--- config.mk ---
export PLATFORM = sky130hd
export DESIGN_NAME = if_stage
export DESIGN_NICKNAME = d
export VERILOG_FILES = /design/src/rtl/if_stage.sv
export SDC_FILE = /design/constraint.sdc
export NUM_CORES = 1
export LEC_CHECK = 0
export ABC_AREA = 1
export CORE_MARGIN = 5
export CORE_UTILIZATION = 43
export DETAILED_ROUTE_END_ITERATION = 8
export HOLD_SLACK_MARGIN = 0.1
export PLACE_DENSITY = 0.75
export SLEW_MARGIN = 40
export SYNTH_ARGS = -nofsm -noshare
export SYNTH_HDL_FRONTEND = slang
export SYNTH_SLANG_ARGS = --single-unit
--- constraint.sdc ---
create_clock -name clk -period 2.09 [get_ports clk]
set_input_delay 0.209 -clock clk [delete_from_list [all_inputs] [get_ports clk]]
set_output_delay 0.209 -clock clk [all_outputs]
set_load 0.01 [all_outputs]
--- src/rtl/if_stage.sv ---
// if_stage: instruction fetch FSM with PC update, branch/jump resolution and misaligned-target halt
module if_stage #(
    parameter logic [31:0] RESET_PC = 32'h0000_0000
) (
    input  logic        clk,
    input  logic        rst,
    output logic        imem_req_valid,
    output logic [31:0] imem_req_addr,
    input  logic        imem_req_ready,
    input  logic        imem_resp_valid,
    input  logic [31:0] imem_resp_data,
    output logic [31:0] instr,
    output logic        instr_valid,
    output logic [31:0] pc,
    output logic [31:0] pc_plus4,
    input  logic        commit,
    input  logic [3:0]  bxx,
    input  logic        jal,
    input  logic        jalr,
    input  logic [31:0] imm,
    input  logic [31:0] rs1_data,
    input  logic [31:0] alu_result,
    output logic        halted
);
    typedef enum logic [1:0] {FETCH, WAIT, EXEC, HALT} state_t;
    localparam logic [31:0] NOP = 32'h0000_0013;
    state_t      state_q, state_d;
    logic [31:0] pc_q, pc_d, instr_q, instr_d, next_pc;
    logic        halted_q, halted_d, taken;
    // branch condition selected by funct3 from the ALU compare result
    always_comb begin
        taken = 1'b0;
        case (bxx[2:0])
            3'b000:         taken = alu_result == 32'd0;
            3'b001:         taken = alu_result != 32'd0;
            3'b100, 3'b110: taken = alu_result[0];
            3'b101, 3'b111: taken = ~alu_result[0];
            default:        taken = 1'b0;
        endcase
    end
    // target selection: jal over jalr over taken branch over fall-through
    always_comb begin
        next_pc = jal              ? pc_q + imm :
                  jalr             ? (rs1_data + imm) & ~32'd1 :
                  (bxx[3] && taken) ? pc_q + imm : pc_q + 32'd4;
    end
    // handshake sequencing; responses matter only in WAIT, commit only in EXEC
    always_comb begin
        state_d  = state_q;
        pc_d     = pc_q;
        instr_d  = instr_q;
        halted_d = halted_q;
        case (state_q)
            FETCH: if (imem_req_ready) state_d = WAIT;
            WAIT: begin
                if (imem_resp_valid) begin
                    state_d = EXEC;
                    instr_d = imem_resp_data;
                end
            end
            EXEC: begin
                if (commit) begin
                    pc_d     = next_pc;
                    halted_d = next_pc[1:0] != 2'b00;
                    state_d  = (next_pc[1:0] != 2'b00) ? HALT : FETCH;
                end
            end
            default: state_d = HALT;
        endcase
    end
    // state registers; reset drops any request in flight
    always_ff @(posedge clk) begin
        if (rst) begin
            state_q  <= FETCH;
            pc_q     <= RESET_PC;
            instr_q  <= NOP;
            halted_q <= 1'b0;
        end else begin
            state_q  <= state_d;
            pc_q     <= pc_d;
            instr_q  <= instr_d;
            halted_q <= halted_d;
        end
    end
    assign imem_req_valid = (state_q == FETCH) && !rst;
    assign instr_valid    = (state_q == EXEC) && !rst;
    assign imem_req_addr  = pc_q;
    assign pc             = pc_q;
    assign pc_plus4       = pc_q + 32'd4;
    assign instr          = instr_q;
    assign halted         = halted_q;
endmodule

==> results of run 1 <==
-- critical path, cell delays in order (launching register included) --
cell and delay [ns]:
sky130_fd_sc_hd__dfxtp_2 0.50, sky130_fd_sc_hd__inv_1 0.13, sky130_fd_sc_hd__nor3_2 0.22, sky130_fd_sc_hd__nand4_1 0.17, sky130_fd_sc_hd__nor3_2 0.50, sky130_fd_sc_hd__xor2_2 0.30, sky130_fd_sc_hd__buf_2 0.19
-- cell usage in the layout (no fill, tap or decap), types with 29 or more instances in the layout --
| cell type | netlist | layout |
|---|---|---|
| sky130_fd_sc_hd__o21ai_0 | 69 | 43 |
| sky130_fd_sc_hd__a21oi_2 | 1 | 47 |
| sky130_fd_sc_hd__nand2_1 | 424 | 363 |
| sky130_fd_sc_hd__a21oi_1 | 156 | 104 |
| sky130_fd_sc_hd__ha_4 | 0 | 42 |
| sky130_fd_sc_hd__nand3_1 | 93 | 62 |
| sky130_fd_sc_hd__buf_4 | 36 | 365 |
| sky130_fd_sc_hd__clkdlybuf4s50_1 | 0 | 216 |
| sky130_fd_sc_hd__dfxtp_1 | 67 | 41 |
| sky130_fd_sc_hd__inv_1 | 107 | 99 |
| sky130_fd_sc_hd__nor2_2 | 3 | 29 |
| sky130_fd_sc_hd__nor2_1 | 150 | 109 |
| sky130_fd_sc_hd__nand2_2 | 5 | 47 |
-- metal layers --
layer / vias up / track usage, %
li1: 5829 / -
met1: 6000 / 41.40
met2: 980 / 64.38
met3: 328 / 7.617
met4: 0 / 20.05
met5: - / 0
-- area by class of cell --
| type | count | area, um2 | area share [%] |
|---|---|---|---|
| Multi-Input combinational cell | 1150 | 7905 | 49.04 |
| Timing Repair Buffer | 661 | 5747 | 35.65 |
| Sequential cell | 67 | 1399 | 8.677 |
| Inverter | 116 | 447.9 | 2.779 |
| Tap cell | 234 | 292.8 | 1.816 |
| Clock buffer | 10 | 250.2 | 1.552 |
| Clock inverter | 6 | 76.32 | 0.4735 |
| Antenna cell | 1 | 2.502 | 0.01552 |
-- power by group --
part           internal, uW  switching, uW
Sequential             1350           95.9
Combinational          1740           1860
Clock                  1020            708
-- path summary, 6_finish.rpt --
path / start / to / slack, ns
worst max-delay path: imem_req_addr[15] / pc_plus4[26] / -0.47
worst min-delay path: rst / instr[21] / 0.31
worst max register to register: imem_req_addr[15] / imem_req_addr[26] / -0.46
worst min register to register: instr[10] / instr[10] / 0.46
-- kinds of logic (layout without fill, tap and decap cells) --
group / after synthesis / in the layout
adder cells (fa/ha/maj): 64 / 64
AO/OA/AOI/OAI: 274 / 274
XOR/XNOR: 53 / 53
AND/OR/NAND/NOR: 759 / 759
flip-flops: 67 / 67
other: 0 / 1
buffers and inverters: 180 / 793
-- registers in the layout (all words and copies together) (netlist names) --
register	flops
halted	1
state_q	2
imem_req_addr	32
instr	32
-- stage by stage --
stage                     cells  setup TNS (ns)  cell area [um2]
final                      2245          -5.908            16120
after global routing       2244          -9.651            16120
after CTS                  2218          -2.494            14970
after detailed placement   2170          -16.88            13370
after global placement     2170          -15.78            13370
after floorplan            1397       -0.002241             8249
-- synthesized netlist by cell type, types with 3 or more instances --
master / n
sky130_fd_sc_hd__nand2_1: 424
sky130_fd_sc_hd__a21oi_1: 156
sky130_fd_sc_hd__nor2_1: 150
sky130_fd_sc_hd__inv_1: 107
sky130_fd_sc_hd__nand3_1: 93
sky130_fd_sc_hd__o21ai_0: 69
sky130_fd_sc_hd__dfxtp_1: 67
sky130_fd_sc_hd__ha_1: 62
sky130_fd_sc_hd__buf_4: 36
sky130_fd_sc_hd__xor2_1: 32
sky130_fd_sc_hd__nand4_1: 25
sky130_fd_sc_hd__nor3_1: 25
sky130_fd_sc_hd__clkbuf_1: 21
sky130_fd_sc_hd__xnor2_1: 19
sky130_fd_sc_hd__o21ai_1: 13
sky130_fd_sc_hd__a21o_1: 11
sky130_fd_sc_hd__inv_2: 7
sky130_fd_sc_hd__o21bai_1: 7
sky130_fd_sc_hd__nor4_1: 6
sky130_fd_sc_hd__a31oi_1: 5
sky130_fd_sc_hd__nand2_2: 5
sky130_fd_sc_hd__o21a_1: 5
sky130_fd_sc_hd__nand2_4: 4
sky130_fd_sc_hd__nor2_4: 4
sky130_fd_sc_hd__clkbuf_8: 3
sky130_fd_sc_hd__nand3b_1: 3
sky130_fd_sc_hd__nor2_2: 3
sky130_fd_sc_hd__or2_2: 3
-- what timing repair did --
action / in CTS / in global routing
setup endpoints to repair: 53 / 59
buffers inserted: 34 / 30
resized for setup: 343 / 219
cloned: 0 / 0
pin swaps: 76 / 91
==> impl_metrics.xml, run 1 <==
<?xml version="1.0" encoding="UTF-8"?>
<metrics>
  <group name="status">
    <metric name="status" unit="">finished, violations left</metric>
    <metric name="violated_checks" unit="">negative setup slack</metric>
  </group>
  <group name="synthesis">
    <metric name="synthMuxAreaShare" unit="%">0</metric>
    <metric name="syn_inst" unit="">1397</metric>
    <metric name="compound_gate_fraction_of_synth_area" unit="%">17.82</metric>
    <metric name="synthesis.area_per_instance" unit="um2">5.875</metric>
    <metric name="dominant_combinational_cell_family_by_area_after_synthesis" unit="">simple AND/OR/NAND/NOR gates</metric>
    <metric name="postSynth.asyncResetShare" unit="%">0</metric>
    <metric name="synthAdderAreaFrac" unit="%">9.939</metric>
    <metric name="yosys_warnings" unit="">0</metric>
    <metric name="post_synth_and_or_nand_nor_area_fraction" unit="%">39.57</metric>
    <metric name="synth.largest_area_cell" unit="">sky130_fd_sc_hd__nand2_1</metric>
    <metric name="primary_ff_master_synth" unit="">sky130_fd_sc_hd__dfxtp_1</metric>
    <metric name="postSynthNetCount" unit="">1600</metric>
    <metric name="ys_top_cells_by_area" unit="">sky130_fd_sc_hd__nand2_1, sky130_fd_sc_hd__dfxtp_1, sky130_fd_sc_hd__a21oi_1</metric>
    <metric name="synth-edff-count" unit="">0</metric>
    <metric name="syn-cell-area" unit="um2">8208</metric>
    <metric name="post_synth_xor_area_fraction" unit="%">5.838</metric>
    <metric name="ys_types" unit="">54</metric>
    <metric name="netlist.area_leader.share" unit="%">19.39</metric>
    <metric name="synth-seq-cells" unit="">67</metric>
    <metric name="synth-seq-area-share" unit="%">16.34</metric>
  </group>
  <group name="route">
    <metric name="wl_per_cell" unit="um">20.98</metric>
    <metric name="drt.antenna.violating_nets" unit="">0</metric>
    <metric name="highest_metal_layer_with_signal_wires" unit="">met4</metric>
    <metric name="dr.first_iter.drc_count" unit="">1551</metric>
    <metric name="totalWireLength" unit="um">47110</metric>
    <metric name="drt-vias-per-instance" unit="">5.852</metric>
    <metric name="detailroute.wirelength.met2" unit="um">21930</metric>
    <metric name="drt_pass1_iterations" unit="">7</metric>
    <metric name="drc_errors" unit="">0</metric>
    <metric name="route.met3.wl" unit="um">4780</metric>
    <metric name="routedLengthMet1" unit="um">16240</metric>
    <metric name="dr_total_vias" unit="">13140</metric>
  </group>
  <group name="clocking">
    <metric name="cts_tree" unit="">yes</metric>
    <metric name="clkSinkCount" unit="">67</metric>
    <metric name="worst_setup_hold_path_clk_slew" unit="ns">0.07</metric>
    <metric name="cts-hold-fix-buffers" unit="">0</metric>
    <metric name="cts_htree_levels" unit="">3</metric>
    <metric name="clock_root_buffer" unit="">sky130_fd_sc_hd__clkbuf_16</metric>
    <metric name="clk_path_buf_depth" unit="">2</metric>
    <metric name="cts_buffers" unit="">9</metric>
    <metric name="clock_insertion_delay_worst_skew" unit="ns">0.35</metric>
  </group>
  <group name="power">
    <metric name="cellPowerDensity" unit="nW/um2">420.6</metric>
    <metric name="post_layout_power" unit="uW">6781</metric>
    <metric name="power.leakage" unit="uW">0.007485</metric>
    <metric name="worst_ir_drop_vdd" unit="mV">0.5037</metric>
  </group>
  <group name="timing">
    <metric name="fin_skew" unit="ns">0.01472</metric>
    <metric name="timing.final.hold_violations" unit="">0</metric>
    <metric name="final.hold.worst_slack" unit="ns">0.3109</metric>
    <metric name="setup_viol" unit="">43</metric>
    <metric name="period_share" unit="%">122.4</metric>
    <metric name="slew_headroom" unit="%">50.34</metric>
    <metric name="worst-slew-pin-transition" unit="ns">0.7440</metric>
    <metric name="period_minus_slack" unit="ns">2.558</metric>
    <metric name="timing_max_transition_violations_final" unit="">0</metric>
    <metric name="grt_setup_unrepaired" unit="">true</metric>
    <metric name="fmax" unit="MHz">390.9</metric>
    <metric name="final_worst_path_setup_slack" unit="ns">-0.4680</metric>
  </group>
  <group name="critical_path">
    <metric name="critical_path.startpoint_type" unit="">register</metric>
    <metric name="type_of_element_capturing_the_critical_path" unit="">output port</metric>
    <metric name="worst-r2r-cell-count" unit="">11</metric>
    <metric name="required_time_at_the_endpoint_of_the_critical_path" unit="ns">1.88</metric>
    <metric name="setup.worst_path.class" unit="">register to output port</metric>
    <metric name="worst-endpoint-arrival" unit="ns">2.35</metric>
    <metric name="worstPathMaxFanout" unit="">6</metric>
  </group>
  <group name="global_route">
    <metric name="overflow" unit="">0</metric>
    <metric name="first_global_vias" unit="">12380</metric>
    <metric name="grt_start_max_net_pins" unit="">35</metric>
    <metric name="grt_first_pass_wirelength" unit="um">63910</metric>
    <metric name="antenna_violations_before_repair" unit="">0</metric>
    <metric name="globalRouteTotalUtil" unit="%">36.62</metric>
  </group>
  <group name="floorplanning">
    <metric name="fp_rows" unit="">50</metric>
    <metric name="chipWidth" unit="um">148.2</metric>
    <metric name="starting_density_of_the_core" unit="%">43.73</metric>
    <metric name="die_height" unit="um">148.2</metric>
    <metric name="design.die.area" unit="um2">21950</metric>
    <metric name="i_o_pin_cnt" unit="">270</metric>
    <metric name="coreArea" unit="um2">18770</metric>
  </group>
  <group name="hold_path">
    <metric name="min_delay_path_depth" unit="">2</metric>
    <metric name="hold_path.class" unit="">input pin to register</metric>
  </group>
  <group name="run">
    <metric name="maxCapViolCount" unit="">0</metric>
  </group>
  <group name="cells_and_area">
    <metric name="nets" unit="">2208</metric>
    <metric name="fillerInstances" unit="">1078</metric>
    <metric name="post-route-util" unit="%">85.89</metric>
    <metric name="post_route_cells_drive_above_1_share" unit="%">39.55</metric>
    <metric name="layout-area-overhead-vs-synth" unit="%">96.40</metric>
  </group>
  <group name="placement">
    <metric name="post-dp-hpwl" unit="um">32220</metric>
    <metric name="dp_slack" unit="ns">-0.5701</metric>
    <metric name="gpl.final_weighted_congestion" unit="">1.003</metric>
    <metric name="numPortBuffers" unit="">269</metric>
  </group>
</metrics>
(Power assumes the default switching activity.)
==> inputs of run 2 (changes only) <==
--- a/config.mk
+++ b/config.mk
@@ -7,10 +7,10 @@
 export LEC_CHECK = 0
 export ABC_AREA = 1
 export CORE_MARGIN = 5
-export CORE_UTILIZATION = 43
+export CORE_UTILIZATION = 48
 export DETAILED_ROUTE_END_ITERATION = 8
 export HOLD_SLACK_MARGIN = 0.1
-export PLACE_DENSITY = 0.75
+export PLACE_DENSITY = 0.79
 export SLEW_MARGIN = 40
 export SYNTH_ARGS = -nofsm -noshare
 export SYNTH_HDL_FRONTEND = slang
==> constraint.sdc (replaced) <==
create_clock -name clk -period 2.48 [get_ports clk]
set_input_delay 0.248 -clock clk [delete_from_list [all_inputs] [get_ports clk]]
set_output_delay 0.248 -clock clk [all_outputs]
set_load 0.01 [all_outputs]
==> run 2 against run 1 <==
  * The run still ends with negative setup slack left
  * Global-route usage down 1.0 points
  * Clock power down 21%
  * Sequential power down 16%
  * Design area down 20%
  * Via count down 12%
  * Register-to-register slack better by 0.52 ns
  * Count of clock-buffer cells in the layout down 1
  * Die area down 9.7%
  * Critical path depth up 1
  * Worst hold slack better by 0.12 ns
  * Highest routed layer unchanged
==> impl_metrics.xml, run 2 (synthesis results as in run 1) <==
<?xml version="1.0" encoding="UTF-8"?>
<metrics>
  <group name="status">
    <metric name="status" unit="">finished, violations left</metric>
    <metric name="violated_checks" unit="">negative setup slack</metric>
  </group>
  <group name="placement">
    <metric name="post-dp-hpwl" unit="um">29960</metric>
    <metric name="gpl.final_weighted_congestion" unit="">1.006</metric>
    <metric name="numPortBuffers" unit="">269</metric>
    <metric name="placed_cells" unit="">2015</metric>
  </group>
  <group name="critical_path">
    <metric name="required_time_at_the_endpoint_of_the_critical_path" unit="ns">2.23</metric>
    <metric name="critPathMaxStageDelay" unit="ns">0.50</metric>
    <metric name="worstPathMaxFanout" unit="">6</metric>
    <metric name="worst_path_most_repeated_cell" unit="">sky130_fd_sc_hd__buf_4</metric>
    <metric name="type_of_element_capturing_the_critical_path" unit="">output port</metric>
    <metric name="worst-endpoint-arrival" unit="ns">2.25</metric>
    <metric name="setup.worst_path.class" unit="">register to output port</metric>
    <metric name="cell_breakdown_of_the_critical_path" unit="">buf_4 &gt; nand4_1 &gt; buf_4 &gt; nor3b_4 &gt; xor2_2 &gt; inv_1 &gt; clkdlybuf4s50_1</metric>
    <metric name="critical_path.reg2reg.startpoint" unit="">imem_req_addr[9]</metric>
    <metric name="cp-startpoint" unit="">imem_req_addr[6]</metric>
    <metric name="critical_path.startpoint_type" unit="">register</metric>
    <metric name="cp_slowest_cell" unit="">sky130_fd_sc_hd__clkdlybuf4s50_1</metric>
    <metric name="worst-r2r-cell-count" unit="">12</metric>
  </group>
  <group name="route">
    <metric name="drc_errors" unit="">0</metric>
    <metric name="dr.first_iter.drc_count" unit="">1111</metric>
    <metric name="dr_total_vias" unit="">11590</metric>
    <metric name="drt-vias-per-instance" unit="">5.674</metric>
    <metric name="totalWireLength" unit="um">38140</metric>
    <metric name="wl_per_cell" unit="um">18.67</metric>
    <metric name="drt_pass1_iterations" unit="">6</metric>
    <metric name="drt.antenna.violating_nets" unit="">0</metric>
  </group>
  <group name="cells_and_area">
    <metric name="post-route-util" unit="%">77.68</metric>
    <metric name="layout-area-overhead-vs-synth" unit="%">58.06</metric>
    <metric name="layout.cells.most_common_list" unit="">sky130_fd_sc_hd__nand2_1, sky130_fd_sc_hd__clkdlybuf4s50_1, sky130_fd_sc_hd__buf_4</metric>
    <metric name="area_taken_by_multi_input_logic_gates" unit="um2">6362</metric>
    <metric name="final_cells" unit="">2043</metric>
    <metric name="nets" unit="">2021</metric>
    <metric name="fillerInstances" unit="">1321</metric>
    <metric name="antenna-diode-count" unit="">0</metric>
    <metric name="seqCellArea" unit="um2">1369</metric>
    <metric name="final_common_cell" unit="">sky130_fd_sc_hd__nand2_1</metric>
    <metric name="post_route_cells_drive_above_1_share" unit="%">18.65</metric>
  </group>
  <group name="floorplanning">
    <metric name="fp_rows" unit="">47</metric>
    <metric name="die_height" unit="um">140.8</metric>
    <metric name="chipWidth" unit="um">140.8</metric>
    <metric name="i_o_pin_cnt" unit="">270</metric>
    <metric name="starting_density_of_the_core" unit="%">49.15</metric>
    <metric name="design.die.area" unit="um2">19810</metric>
    <metric name="coreArea" unit="um2">16700</metric>
  </group>
  <group name="timing">
    <metric name="slew_headroom" unit="%">50.83</metric>
    <metric name="timing_max_transition_violations_final" unit="">0</metric>
    <metric name="worst-slew-pin-transition" unit="ns">0.7368</metric>
    <metric name="final.hold.worst_slack" unit="ns">0.4314</metric>
    <metric name="setup_viol" unit="">1</metric>
    <metric name="period_minus_slack" unit="ns">2.499</metric>
    <metric name="fin_skew" unit="ns">0.008916</metric>
    <metric name="fmax" unit="MHz">400.2</metric>
    <metric name="timing.final.hold_violations" unit="">0</metric>
    <metric name="totalNegativeSetupSlack" unit="ns">-0.01871</metric>
    <metric name="grt_setup_unrepaired" unit="">true</metric>
    <metric name="period_share" unit="%">100.8</metric>
    <metric name="final_worst_path_setup_slack" unit="ns">-0.01871</metric>
  </group>
  <group name="clocking">
    <metric name="cts_htree_levels" unit="">3</metric>
    <metric name="cts_buffers" unit="">9</metric>
    <metric name="worst_setup_hold_path_clk_slew" unit="ns">0.07</metric>
    <metric name="clkSinkCount" unit="">67</metric>
    <metric name="clk_path_buf_depth" unit="">2</metric>
    <metric name="cts_tree" unit="">yes</metric>
    <metric name="cts-hold-fix-buffers" unit="">0</metric>
    <metric name="clock_root_buffer" unit="">sky130_fd_sc_hd__clkbuf_16</metric>
    <metric name="clock_insertion_delay_worst_skew" unit="ns">0.35</metric>
  </group>
  <group name="power">
    <metric name="power.leakage" unit="uW">0.006032</metric>
    <metric name="worst_ir_drop_vdd" unit="mV">0.4071</metric>
    <metric name="cellPowerDensity" unit="nW/um2">378.2</metric>
  </group>
  <group name="global_route">
    <metric name="overflow" unit="">0</metric>
    <metric name="globalRouteTotalUtil" unit="%">35.57</metric>
    <metric name="antenna_violations_before_repair" unit="">0</metric>
    <metric name="grt_start_max_net_pins" unit="">35</metric>
    <metric name="first_global_vias" unit="">11030</metric>
    <metric name="grt_first_pass_wirelength" unit="um">56570</metric>
  </group>
  <group name="hold_path">
    <metric name="hold_path.class" unit="">input pin to register</metric>
    <metric name="min_delay_path_depth" unit="">2</metric>
    <metric name="hold_start" unit="">rst</metric>
  </group>
  <group name="run">
    <metric name="maxCapViolCount" unit="">0</metric>
  </group>
</metrics>
-- run 2: timing repair --
| action | 4_1_cts | 5_1_grt |
|---|---|---|
| setup buffers | 8 | 4 |
| gates resized for setup | 48 | 80 |
| pin swaps | 9 | 20 |
| setup endpoints to repair | 22 | 34 |
| cloned | 0 | 0 |
-- run 2: final cells by class --
type,instances,share of cell area (%)
clock buffers,9,1.736
multi-input cells,1150,49.04
well taps,220,2.122
inverters,116,3.395
repair buffers,474,32.53
clock inverters,7,0.6269
flip-flops and latches,67,10.55
-- run 2: critical path, delay by kind of cell (launching register included) --
| family | cells | cell delay, ns |
|---|---|---|
| AND/OR/NAND/NOR | 2 | 0.36 |
| buffers and inverters | 4 | 0.94 |
| flip-flops | 1 | 0.36 |
| XOR/XNOR | 1 | 0.23 |
-- run 2: worst paths after layout --
kind	endpoint	slack [ns]
worst min register to register	instr[7]	0.47
worst max-delay path	pc_plus4[14]	-0.02
worst min-delay path	instr[18]	0.43
worst max register to register	imem_req_addr[17]	0.06
-- run 2: metrics by stage --
| step | worst slack, ns | total power, uW | cell area, um2 |
|---|---|---|---|
| after floorplan | 0.1861 | 2300 | 8208 |
| after global placement | -0.3179 | 3398 | 12200 |
| after detailed placement | -0.3595 | 3430 | 12200 |
| after CTS | -0.08308 | 4781 | 12640 |
| after global routing | -0.1538 | 5134 | 12970 |
| final | -0.01871 | 4907 | 12970 |
-- run 2: report_power, final --
part           internal (uW)  switching [uW]
Combinational           1100            1220
Sequential              1140            74.8
Clock                    797             571
Total                   3040            1870
-- run 2: routing by layer --
layer  part of all wire, %  global-route usage, %  vias to the layer above
li1                      -                      -                     5455
met1                    38                  42.10                     5231
met2                    46                  59.93                      728
met3                   9.0                  7.315                      179
met4                   7.0                  19.99                        0
met5                     0                      0                        -
==> inputs of run 3 (changes only) <==
--- a/config.mk
+++ b/config.mk
@@ -6,11 +6,13 @@
 export NUM_CORES = 1
 export LEC_CHECK = 0
 export ABC_AREA = 1
+export CORE_ASPECT_RATIO = 0.6
 export CORE_MARGIN = 5
 export CORE_UTILIZATION = 48
 export DETAILED_ROUTE_END_ITERATION = 8
 export HOLD_SLACK_MARGIN = 0.1
 export PLACE_DENSITY = 0.79
+export REMOVE_ABC_BUFFERS = 1
 export SLEW_MARGIN = 40
 export SYNTH_ARGS = -nofsm -noshare
 export SYNTH_HDL_FRONTEND = slang
==> run 3 against run 2 <==
  * The flow still finishes with violations (negative setup slack)
  * Non-clock buffer count up 19
  * Largest power group unchanged
  * Design area up 1.4%
  * First-iteration DRC count rose by 36%
  * Power rose by 1.8%
  * Clock skew is 0.0010 ns higher
  * Cell count grew 1.6%
  * Flip-flop and latch count stayed put
  * Global-route usage rose by 2.2 points
  * Largest cell class unchanged
==> impl_metrics.xml, run 3 (synthesis results as in run 1) <==
<?xml version="1.0" encoding="UTF-8"?>
<metrics>
  <group name="critical_path">
    <metric name="type_of_element_capturing_the_critical_path" unit="">output port</metric>
    <metric name="worst-endpoint-arrival" unit="ns">2.29</metric>
    <metric name="worstPathMaxFanout" unit="">7</metric>
    <metric name="setup.worst_path.class" unit="">register to output port</metric>
    <metric name="required_time_at_the_endpoint_of_the_critical_path" unit="ns">2.23</metric>
    <metric name="cp-startpoint" unit="">imem_req_addr[7]</metric>
    <metric name="critical_path.startpoint_type" unit="">register</metric>
    <metric name="critical_path.reg2reg.startpoint" unit="">imem_req_addr[2]</metric>
  </group>
  <group name="timing">
    <metric name="timing_max_transition_violations_final" unit="">0</metric>
    <metric name="timing.final.hold_violations" unit="">0</metric>
    <metric name="setup_viol" unit="">1</metric>
    <metric name="period_minus_slack" unit="ns">2.534</metric>
    <metric name="fmax" unit="MHz">394.7</metric>
    <metric name="grt_setup_unrepaired" unit="">true</metric>
    <metric name="period_share" unit="%">102.2</metric>
    <metric name="fin_skew" unit="ns">0.009914</metric>
    <metric name="worst-slew-pin-transition" unit="ns">0.7097</metric>
    <metric name="final_worst_path_setup_slack" unit="ns">-0.05384</metric>
    <metric name="slew_headroom" unit="%">52.64</metric>
    <metric name="final.hold.worst_slack" unit="ns">0.2978</metric>
  </group>
  <group name="cells_and_area">
    <metric name="final_cells" unit="">2076</metric>
    <metric name="layout.cell_area.non_filler" unit="um2">13160</metric>
    <metric name="layout-area-overhead-vs-synth" unit="%">60.29</metric>
    <metric name="layout.cells.most_common_list" unit="">sky130_fd_sc_hd__nand2_1, sky130_fd_sc_hd__clkdlybuf4s50_1, sky130_fd_sc_hd__buf_4</metric>
    <metric name="antenna-diode-count" unit="">0</metric>
    <metric name="nets" unit="">2040</metric>
    <metric name="final_common_cell" unit="">sky130_fd_sc_hd__nand2_1</metric>
    <metric name="fillerInstances" unit="">1292</metric>
    <metric name="post_route_cells_drive_above_1_share" unit="%">19.98</metric>
  </group>
  <group name="power">
    <metric name="switching_share" unit="%">38.37</metric>
    <metric name="post_layout_power" unit="uW">4993</metric>
    <metric name="p_comb_share" unit="%">49.1</metric>
    <metric name="clock_power_share" unit="%">26.3</metric>
    <metric name="power.internal" unit="uW">3077</metric>
    <metric name="sequential_cell_fraction_of_total_power" unit="%">24.5</metric>
    <metric name="power.leakage" unit="uW">0.006184</metric>
    <metric name="netSwitchingPower" unit="uW">1916</metric>
    <metric name="cellPowerDensity" unit="nW/um2">379.5</metric>
    <metric name="worst_ir_drop_vdd" unit="mV">0.2614</metric>
  </group>
  <group name="clocking">
    <metric name="clk_path_buf_depth" unit="">2</metric>
    <metric name="clock_root_buffer" unit="">sky130_fd_sc_hd__clkbuf_16</metric>
    <metric name="clkSinkCount" unit="">67</metric>
    <metric name="clock_insertion_delay_worst_skew" unit="ns">0.34</metric>
    <metric name="cts_htree_levels" unit="">3</metric>
    <metric name="cts_tree" unit="">yes</metric>
    <metric name="cts_buffers" unit="">9</metric>
    <metric name="worst_setup_hold_path_clk_slew" unit="ns">0.06</metric>
    <metric name="cts-hold-fix-buffers" unit="">0</metric>
  </group>
  <group name="placement">
    <metric name="dp_slack" unit="ns">-0.3697</metric>
    <metric name="placed_cells" unit="">2048</metric>
    <metric name="detailed_place.area" unit="um2">12360</metric>
    <metric name="numPortBuffers" unit="">269</metric>
    <metric name="post-dp-hpwl" unit="um">33210</metric>
    <metric name="gpl.final_weighted_congestion" unit="">1.134</metric>
  </group>
  <group name="floorplanning">
    <metric name="starting_density_of_the_core" unit="%">48.44</metric>
    <metric name="fp_rows" unit="">37</metric>
    <metric name="design.die.area" unit="um2">19900</metric>
    <metric name="chipWidth" unit="um">178.8</metric>
    <metric name="die_height" unit="um">111.3</metric>
    <metric name="i_o_pin_cnt" unit="">270</metric>
    <metric name="coreArea" unit="um2">16940</metric>
  </group>
  <group name="route">
    <metric name="drt.antenna.violating_nets" unit="">0</metric>
    <metric name="totalWireLength" unit="um">40880</metric>
    <metric name="dr_total_vias" unit="">11740</metric>
    <metric name="wl_per_cell" unit="um">19.69</metric>
    <metric name="drt-vias-per-instance" unit="">5.656</metric>
    <metric name="dr.first_iter.drc_count" unit="">1515</metric>
    <metric name="drc_errors" unit="">0</metric>
    <metric name="drt_pass1_iterations" unit="">6</metric>
  </group>
  <group name="global_route">
    <metric name="antenna_violations_before_repair" unit="">1</metric>
    <metric name="first_global_vias" unit="">10380</metric>
    <metric name="globalRouteTotalUtil" unit="%">37.76</metric>
    <metric name="overflow" unit="">0</metric>
    <metric name="grt_start_max_net_pins" unit="">38</metric>
    <metric name="grt_first_pass_wirelength" unit="um">58260</metric>
  </group>
  <group name="status">
    <metric name="status" unit="">finished, violations left</metric>
    <metric name="violated_checks" unit="">negative setup slack</metric>
  </group>
  <group name="hold_path">
    <metric name="hold_start" unit="">rst</metric>
    <metric name="hold_path.class" unit="">input pin to register</metric>
  </group>
  <group name="run">
    <metric name="maxCapViolCount" unit="">0</metric>
  </group>
</metrics>
==> run 3: cell types whose count changed in the layout (fill, tap and decap cells not counted), moves of 3 or more <==
cell                              delta
sky130_fd_sc_hd__nor3_2              +3
sky130_fd_sc_hd__clkdlybuf4s50_1     -9
sky130_fd_sc_hd__nand3_1             -3
sky130_fd_sc_hd__buf_4              +21
sky130_fd_sc_hd__ha_1                -3
sky130_fd_sc_hd__ha_4                +3
sky130_fd_sc_hd__nand3_2             +5
sky130_fd_sc_hd__inv_2               +3
sky130_fd_sc_hd__dlymetal6s2s_1      +9
sky130_fd_sc_hd__dfxtp_1             -3
sky130_fd_sc_hd__dfxtp_2             +4
==> run 3: cell type report <==
class                   instances  area, um2  area share (%)
clock inverters                 6      65.06          0.4945
well taps                     234      292.8           2.225
flip-flops and latches         67       1370           10.41
repair buffers                493       4369           33.21
multi-input cells            1150       6392           48.59
inverters                     116      437.9           3.329
clock buffers                  10      229.0           1.740
==> run 3: per-stage QoR <==
stage	setup TNS, ns	util (%)
after floorplan	-3.437	-
after global placement	-3.037	72.94
after detailed placement	-5.161	72.94
after CTS	0	75.10
after global routing	-1.206	77.65
final	-0.05384	77.65
==> run 3: worst paths after layout <==
| path | end | slack [ns] | cells past startpoint |
|---|---|---|---|
| max reg2reg | imem_req_addr[18] | 0.05 | 15 |
| min reg2reg | instr[16] | 0.46 | 2 |
| max | pc_plus4[14] | -0.05 | 6 |
| min | instr[3] | 0.30 | 2 |
==> run 3: worst max-delay path, cell delays in order (launching register included) <==
cell	delay, ns
sky130_fd_sc_hd__dfxtp_4	0.41
sky130_fd_sc_hd__buf_4	0.15
sky130_fd_sc_hd__nand4_1	0.23
sky130_fd_sc_hd__nor3b_4	0.35
sky130_fd_sc_hd__xor2_2	0.27
sky130_fd_sc_hd__inv_1	0.07
sky130_fd_sc_hd__clkdlybuf4s50_1	0.48
==> run 3: routing by layer <==
layer	GRT usage (%)	wire, um	vias up
li1	-	-	5483
met1	54.18	16910	5350
met2	52.15	16280	804
met3	16.39	6689	102
met4	7.460	992	2
met5	0	13	-
==> run 3: power groups by stage <==
stage / registers, uW / clock network (uW) / logic (uW)
5_1_grt: 1230 / 1360 / 2610
2_1_floorplan: 1280 / 0 / 946
3_3_place_gp: 1230 / 0 / 2240
4_1_cts: 1220 / 1300 / 2290
6_report: 1230 / 1310 / 2450
3_5_place_dp: 1240 / 0 / 2280
==> run 3: repair_timing <==
action                                 in CTS  in global routing
setup buffers                               4                  8
gates cloned                                0                  0
endpoints found under the hold margin       0                  0
setup endpoints to repair                  21                 33
gates resized for setup                    39                 99
pin swaps                                   4                  7
